### config.mk
export PLATFORM = sky130hd
export DESIGN_NAME = ifetch_unit
export DESIGN_NICKNAME = d
export VERILOG_FILES = /design/src/rtl/ifetch_unit.sv
export SDC_FILE = /design/constraint.sdc
export NUM_CORES = 1
export LEC_CHECK = 0
export CORE_MARGIN = 2
export CORE_UTILIZATION = 40
export DETAILED_ROUTE_END_ITERATION = 10
export GPL_TIMING_DRIVEN = 0
export PLACE_DENSITY = 0.76
export SYNTH_ARGS = -nofsm -noshare
export SYNTH_HDL_FRONTEND = slang
export SYNTH_SLANG_ARGS = --single-unit
### constraint.sdc
create_clock -name CLK -period 1.8 [get_ports CLK]
set_clock_uncertainty 0.15 [all_clocks]
set_input_delay 0.36 -clock CLK [delete_from_list [all_inputs] [get_ports CLK]]
set_output_delay 0.36 -clock CLK [all_outputs]
set_load 0.1 [all_outputs]
### src/rtl/ifetch_unit.sv
`default_nettype none
`timescale 1ns/1ps
// ============================================================================
// Module      : ifetch_unit
// Description : Instruction-fetch front end for a multi-cycle 16-bit core.
//               Owns the program counter, the memory data register (MDR) and
//               the instruction register (IR). A small IDLE/REQ/DONE state
//               machine issues one memory read per MemRead request and holds
//               the control unit (Stall) while the read is outstanding.
// Revision    : 1.0 - initial release
// ----------------------------------------------------------------------------
// Parameters
//   PC_RESET  [15:0]  PC value loaded on reset
//   TIMEOUT   [7:0]   REQ cycles without MemAck before the fetch is aborted
//                     (only meaningful when FETCH_TIMEOUT_EN is defined)
// Ports
//   CLK        in   1   rising-edge clock
//   Reset      in   1   synchronous active-high reset, highest priority
//   MemRead    in   1   request a fetch of the word at PC (IDLE only)
//   IRWrite    in   1   load IR from MDR (IDLE/DONE) or MemRdata (REQ+MemAck)
//   PCWrite    in   1   update PC using PCSource
//   PCSource   in   2   00 ALUResult, 01 ALUOut, 10 jump, 11 hold
//   ALUResult  in   16  combinational ALU result
//   ALUOut     in   16  registered ALU result
//   MemAck     in   1   memory read data valid (honoured in REQ only)
//   MemRdata   in   16  memory read data
//   MemReq     out  1   memory read request
//   MemAddr    out  16  memory read address, latched from PC at request
//   PC         out  16  program counter
//   Instr      out  16  instruction register
//   Opcode     out  6   Instr[15:10]
//   Stall      out  1   fetch outstanding
//   FetchErr   out  1   sticky fetch-timeout flag
// Build option
//   FETCH_TIMEOUT_EN  when defined, a fetch that sees no MemAck within
//                     TIMEOUT cycles is abandoned and FetchErr is set.
// ============================================================================
module ifetch_unit #(
    parameter logic [15:0] PC_RESET = 16'h0000,
    parameter logic [7:0]  TIMEOUT  = 8'd255
) (
    input  logic        CLK,
    input  logic        Reset,
    input  logic        MemRead,
    input  logic        IRWrite,
    input  logic        PCWrite,
    input  logic [1:0]  PCSource,
    input  logic [15:0] ALUResult,
    input  logic [15:0] ALUOut,
    input  logic        MemAck,
    input  logic [15:0] MemRdata,
    output logic        MemReq,
    output logic [15:0] MemAddr,
    output logic [15:0] PC,
    output logic [15:0] Instr,
    output logic [5:0]  Opcode,
    output logic        Stall,
    output logic        FetchErr
);

    // ------------------------------------------------------------------------
    // State encoding
    // ------------------------------------------------------------------------
    typedef enum logic [1:0] {
        c_ST_IDLE = 2'd0,
        c_ST_REQ  = 2'd1,
        c_ST_DONE = 2'd2
    } fetch_state_t;

    localparam logic [1:0] c_PCSRC_ALU    = 2'b00;
    localparam logic [1:0] c_PCSRC_ALUOUT = 2'b01;
    localparam logic [1:0] c_PCSRC_JUMP   = 2'b10;
    localparam logic [1:0] c_PCSRC_HOLD   = 2'b11;

    // ------------------------------------------------------------------------
    // Registers and their next-state values
    // ------------------------------------------------------------------------
    fetch_state_t r_state_q,     w_state_d;
    logic [15:0]  r_pc_q,        w_pc_d;
    logic [15:0]  r_instr_q,     w_instr_d;
    logic [15:0]  r_mdr_q,       w_mdr_d;
    logic [15:0]  r_mem_addr_q,  w_mem_addr_d;
    logic         r_mem_req_q,   w_mem_req_d;
    logic         r_stall_q,     w_stall_d;
    logic         r_fetch_err_q, w_fetch_err_d;

`ifdef FETCH_TIMEOUT_EN
    logic [7:0]   r_tmo_cnt_q,   w_tmo_cnt_d;
    logic [7:0]   w_tmo_cnt_inc;
`else
    // TIMEOUT has no function without the watchdog; keep it referenced so the
    // parameter list is identical in both builds.
    logic [7:0]   w_unused_timeout;
    assign w_unused_timeout = TIMEOUT;
`endif

    // ------------------------------------------------------------------------
    // Fetch state machine, MDR, memory request and error flag
    // ------------------------------------------------------------------------
`ifdef FETCH_TIMEOUT_EN
    assign w_tmo_cnt_inc = r_tmo_cnt_q + 8'd1;
`endif

    always_comb begin
        w_state_d     = r_state_q;
        w_mdr_d       = r_mdr_q;
        w_mem_addr_d  = r_mem_addr_q;
        w_mem_req_d   = r_mem_req_q;
        w_stall_d     = r_stall_q;
        w_fetch_err_d = r_fetch_err_q;
`ifdef FETCH_TIMEOUT_EN
        w_tmo_cnt_d   = r_tmo_cnt_q;
`endif

        case (r_state_q)
            c_ST_IDLE: begin
                if (MemRead) begin
                    // Address is captured here so later PC writes cannot
                    // disturb the read already in flight.
                    w_state_d    = c_ST_REQ;
                    w_mem_addr_d = r_pc_q;
                    w_mem_req_d  = 1'b1;
                    w_stall_d    = 1'b1;
`ifdef FETCH_TIMEOUT_EN
                    w_tmo_cnt_d  = 8'd0;
`endif
                end
            end

            c_ST_REQ: begin
                if (MemAck) begin
                    w_state_d   = c_ST_DONE;
                    w_mdr_d     = MemRdata;
                    w_mem_req_d = 1'b0;
                    w_stall_d   = 1'b0;
                end
`ifdef FETCH_TIMEOUT_EN
                else if (w_tmo_cnt_inc == TIMEOUT) begin
                    // Give up on the memory: return to IDLE with a clean MDR
                    // and flag the error until the next reset.
                    w_state_d     = c_ST_IDLE;
                    w_mdr_d       = 16'h0000;
                    w_mem_req_d   = 1'b0;
                    w_stall_d     = 1'b0;
                    w_fetch_err_d = 1'b1;
                    w_tmo_cnt_d   = w_tmo_cnt_inc;
                end else begin
                    w_tmo_cnt_d   = w_tmo_cnt_inc;
                end
`endif
            end

            c_ST_DONE: begin
                // One-cycle landing state; a new MemRead is not accepted here.
                w_state_d = c_ST_IDLE;
            end

            default: begin
                w_state_d   = c_ST_IDLE;
                w_mem_req_d = 1'b0;
                w_stall_d   = 1'b0;
            end
        endcase
    end

    // ------------------------------------------------------------------------
    // Instruction register
    // ------------------------------------------------------------------------
    always_comb begin
        w_instr_d = r_instr_q;
        if (IRWrite) begin
            case (r_state_q)
                c_ST_IDLE,
                c_ST_DONE: w_instr_d = r_mdr_q;
                // Forward the returning word so the IR can be loaded in the
                // same cycle the memory acknowledges; without an acknowledge
                // there is nothing valid to load.
                c_ST_REQ:  if (MemAck) w_instr_d = MemRdata;
                default:   w_instr_d = r_instr_q;
            endcase
        end
    end

    // ------------------------------------------------------------------------
    // Program counter (independent of the fetch state)
    // ------------------------------------------------------------------------
    always_comb begin
        w_pc_d = r_pc_q;
        if (PCWrite) begin
            case (PCSource)
                c_PCSRC_ALU:    w_pc_d = ALUResult;
                c_PCSRC_ALUOUT: w_pc_d = ALUOut;
                c_PCSRC_JUMP:   w_pc_d = {r_pc_q[15:12], r_instr_q[11:0]};
                c_PCSRC_HOLD:   w_pc_d = r_pc_q;
                default:        w_pc_d = r_pc_q;
            endcase
        end
    end

    // ------------------------------------------------------------------------
    // State registers
    // ------------------------------------------------------------------------
    always_ff @(posedge CLK) begin
        if (Reset) begin
            r_state_q     <= c_ST_IDLE;
            r_pc_q        <= PC_RESET;
            r_instr_q     <= 16'h0000;
            r_mdr_q       <= 16'h0000;
            r_mem_addr_q  <= 16'h0000;
            r_mem_req_q   <= 1'b0;
            r_stall_q     <= 1'b0;
            r_fetch_err_q <= 1'b0;
`ifdef FETCH_TIMEOUT_EN
            r_tmo_cnt_q   <= 8'd0;
`endif
        end else begin
            r_state_q     <= w_state_d;
            r_pc_q        <= w_pc_d;
            r_instr_q     <= w_instr_d;
            r_mdr_q       <= w_mdr_d;
            r_mem_addr_q  <= w_mem_addr_d;
            r_mem_req_q   <= w_mem_req_d;
            r_stall_q     <= w_stall_d;
            r_fetch_err_q <= w_fetch_err_d;
`ifdef FETCH_TIMEOUT_EN
            r_tmo_cnt_q   <= w_tmo_cnt_d;
`endif
        end
    end

    // ------------------------------------------------------------------------
    // Outputs
    // ------------------------------------------------------------------------
    assign MemReq   = r_mem_req_q;
    assign MemAddr  = r_mem_addr_q;
    assign PC       = r_pc_q;
    assign Instr    = r_instr_q;
    assign Opcode   = r_instr_q[15:10];
    assign Stall    = r_stall_q;
    assign FetchErr = r_fetch_err_q;

endmodule
`default_nettype wire

==> Word level (Yosys, flattened, before mapping) <==
Index checks and enable logic that the tools add are counted.
{ "word_totals": {"ff_bits": 67, "out_inout_bits": 57, "elab_cells": 37} }
{ "op_classes": {"n_eq_ne": 7, "muxes": 9, "bitwise": 3, "n_reduce_logical": 11} }
{ "ops": {"columns": ["operator", "n"], "rows": [
  ["$pmux 16 s3", 1],
  ["$pmux 16 s2", 1],
  ["$mux 16", 1],
  ["$reduce_and 3->1", 3],
  ["$reduce_and 2->1", 4],
  ["$eq 2x2->1 const B", 3],
  ["$eq 2x1->1 const B", 2],
  ["$logic_not 2->1", 2],
  ["$mux 2", 2],
  ["$ne 2x2->1 const B", 2],
  ["$pmux 2 s2", 1],
  ["$not 1->1", 3],
  ["$pmux 1 s3", 1],
  ["$mux 1", 2],
  ["$reduce_bool 2->1", 1],
  ["$reduce_or 2->1", 1]
]} }

==> Logic depth before layout (Yosys ltp) <==
{ "depth": {"ltp_word": 4, "ltp_mapped": 7} }

==> Worst setup path after synthesis <==
OpenSTA, ideal clock, no wires.
{ "synth_path": {"path_type": "reg-to-output", "startpoint": "register r_instr_q[10] (netlist: Instr[10])", "endpoint": "output Opcode[0]", "arrival_ps": 1391, "slack_ps": -101, "path_stages_with_launch": 2, "path_buffers": 1, "cell_sequence": "dfxtp_1 buf_4"} }
{ "synth_rtl": {"columns": ["element", "line_no", "rtl"], "rows": [
  ["start: declaration", "80", "logic [15:0] r_instr_q, w_instr_d;"],
  ["start signal: assignment", "219", "r_instr_q <= w_instr_d;"],
  ["end: declaration", "56", "output logic [5:0] Opcode,"]
]} }
No word-level cell between the ends.

==> Worst setup path after layout <==
{ "layout_path": {"startpoint": "register r_pc_q[6] (netlist: PC[6])", "endpoint": "output PC[6]"} }
{ "layout_rtl": {"columns": ["element", "line_no", "rtl"], "rows": [
  ["start: declaration", "79", "logic [15:0] r_pc_q, w_pc_d;"],
  ["start signal: assignment", "218", "r_pc_q <= w_pc_d;"],
  ["end: declaration", "54", "output logic [15:0] PC,"]
]} }
No word-level cell between the ends.

==> results.toml <==
[logic_synthesis]
synthSimpleGateAreaFrac_pct = 20.2
synthDistinctLibCells = 31
yosysMostFrequentCell = "nand2_1"
synth_area_leaders = "dfxtp_1, nand2_1, a21oi_1, mux2i_1, a221oi_2"
synthCells = 345
synth-warning-count = 0
synth_nets = 404
synth_mux_area_share_pct = 5.63
synthXorXnorAreaFrac_pct = 0
synth_top_family_by_area = "compound AO/OA/AOI/OAI gates"
synth_async_sr_flop_share_pct = 0
synth_common_cells = "nand2_1, dfxtp_1, a21oi_1"
ys_seq_elements = 67
synth_compound_area_share_pct = 20.7
synth_edf_count = 0
synth.top_cell.area_share_pct = 44.4
postSynthAreaPerCell_um2 = 8.75
synth_fa_ha_area_share_pct = 1.24
yosys.area.top_type = "dfxtp_1"
synth-main-ff-cell = "dfxtp_1"
yosysSeqAreaShare_pct = 44.4
netlist_area_um2 = 3020

[placed_design]
dp_hpwl_um = 6640
post_dp_cell_area_um2 = 4250
port-buffer-count = 110
place_congestion = 0.814
dp.cells = 554
dp_slack_ps = -761

[timing]
relSlewSlack_pct = 54.8
report.final.slew_viol_count = 0
setup_violations = 0
fmaxAchievable_mhz = 562
grt_setup_unrepaired = "false"
finalCriticalPeriod_ps = 1780
worst_slack_ps = 20.4
tns_ps = 0
tightest_slew_ps = 678
whs_ps = 301
hold_viol_final = 0
timing.final.crit_share_pct = 98.9

[pwr]
power_density_nw_per_um2 = 936
netSwitchingFraction_pct = 37.7
leakage_nw = 1.69
finalPower_mw = 4.11
power.internal_mw = 2.56
seqPwrFrac_pct = 39.9
comb_power_share_pct = 32.3
power.share.clock_pct = 27.8
ir_drop_mv = 0.389
switching_power_mw = 1.55

[floorplan]
fp.dieH_um = 90.9
die_width_um = 90.9
initial_utilization_pct = 41.4
core-area_um2 = 7290
fp-row-count = 31
io_pins = 113
die-area_um2 = 8260

[setup_path]
arrival_ps = 1270
critPathMaxStageDelay_ps = 570
rr_startpoint = "r_state_q[0]$_SDFFE_PP0P_"
start_kind = "register"
crit_type = "reg -> out"
crit_required_ps = 1290
critPathBufInv = 1
crit_start = "PC[6]$_SDFFE_PP0P_"
crit_fanout = 3
path_cells = "clkdlybuf4s15_2"
endpoint_kind = "output pin"
crit_family = "buffers and inverters"
slowest_stage = "clkdlybuf4s15_2"

[global_routing]
grt_first_pass_wirelength_um = 14300
grt_overflow = 0
grt_max_degree = 11
grt_usage_pct = 21.8
grt_pass1_vias = 2911
antenna_found_initial = 0

[clocking]
clockBufferDepth = 2
cts_buffers = 9
cts_root_buf = "clkbuf_8"
cts_tree = "built"
clk_pin_slew_worst_paths_ps = 70
cts_max_level = 3
clock_sinks = 67
insertion_delay_ps = 340

[cells_and_area]
final_core_util_pct = 60.2
drive_gt1_share_pct = 25.7
stdcell_count = 570
fin_nets = 526
final_area_um2 = 4390
area.growth.synth_to_final_pct = 45.3
diodes = 0

[hold_path]
hp-class = "in -> reg"
min_from = "Reset"

[drt]
drtAntennaViolNets = 0
post-route-drc-count = 0
drt_iter0_drc = 102
drt-vias-per-instance = 5.05
finalWirelength_um = 8640
dr.pass1.iters = 4
vias = 2876
wl_per_cell_um = 15.2

[status]
status = "finished clean"

[run]
drv_cap = 0
==> layout by cell type (no fill, tap or decap), drive strengths merged, types with 2 or more instances in the layout <==
| cell | instances |
|---|---|
| a221o | 12 |
| mux2i | 17 |
| nor2b | 4 |
| clkdlybuf4s50 | 52 |
| nor2 | 22 |
| clkdlybuf4s15 | 25 |
| ha | 3 |
| inv | 3 |
| a21oi | 45 |
| nand3 | 12 |
| buf | 51 |
| clkbuf | 27 |
| a211oi | 4 |
| a22oi | 4 |
| clkdlybuf4s18 | 4 |
| nor3b | 2 |
| dfxtp | 67 |
| nand2 | 76 |
| a221oi | 16 |
| nand3b | 2 |
| clkinv | 2 |
| nand2b | 14 |
==> final timing paths <==
path,endpoint,cells after the start,slack [ps]
setup / recovery,PC[6],1,20
hold / removal,Stall$_SDFFE_PP0P_,2,300
setup reg to reg,Instr[0]$_SDFFE_PP0P_,6,210
hold reg to reg,MemAddr[11]$_SDFFE_PP0P_,2,300
==> layer usage <==
metal  part of all wire (%)  up-vias  GRT usage [%]
met5                      0        -              0
met1                     43     1338           27.1
met4                    1.1        0           8.46
li1                       -     1435              -
met3                    5.6        8           4.34
met2                     50       95           37.3
==> cell families (layout without fill, tap and decap cells) <==
logic type               Yosys count  count (layout)
other                              1               1
buffers and inverters             39             165
flip-flops                        67              67
multiplexers                      17              17
adder cells (fa/ha/maj)            3               3
AND/OR/NAND/NOR                  135             135
AO/OA/AOI/OAI                     83              83
==> power by group through the flow <==
stage | clock (mW) | combinational [mW] | sequential [mW]
floorplan | 0 | 0.474 | 2.17
global placement | 0 | 1.34 | 1.67
detailed placement | 0 | 1.35 | 1.67
CTS | 1.15 | 1.34 | 1.64
global route | 1.23 | 1.40 | 1.65
finish | 1.14 | 1.33 | 1.64
==> flip-flops by register name (all words and copies together), names as in the netlist <==
| signal | count |
|---|---|
| Instr | 16 |
| MemAddr | 16 |
| PC | 16 |
| Stall | 1 |
| r_mdr_q | 16 |
| r_state_q | 2 |
==> cell type report <==
class / instances / area, um2
Buffer: 35 / 234
Clock inverter: 2 / 10.0
Sequential cell: 67 / 1350
Timing Repair Buffer: 112 / 1010
Fill cell: 671 / 2900
Clock buffer: 13 / 169
Inverter: 3 / 11.3
Multi-Input combinational cell: 239 / 1480
Tap cell: 99 / 124
==> repair_timing <==
item	CTS	global route
hold buffers	0	0
pin swaps	1	0
setup endpoints to repair	74	34
buffers inserted	2	0
resized for setup	220	25
endpoints found under the hold margin	0	0
Power figures use the tool's default switching activity.
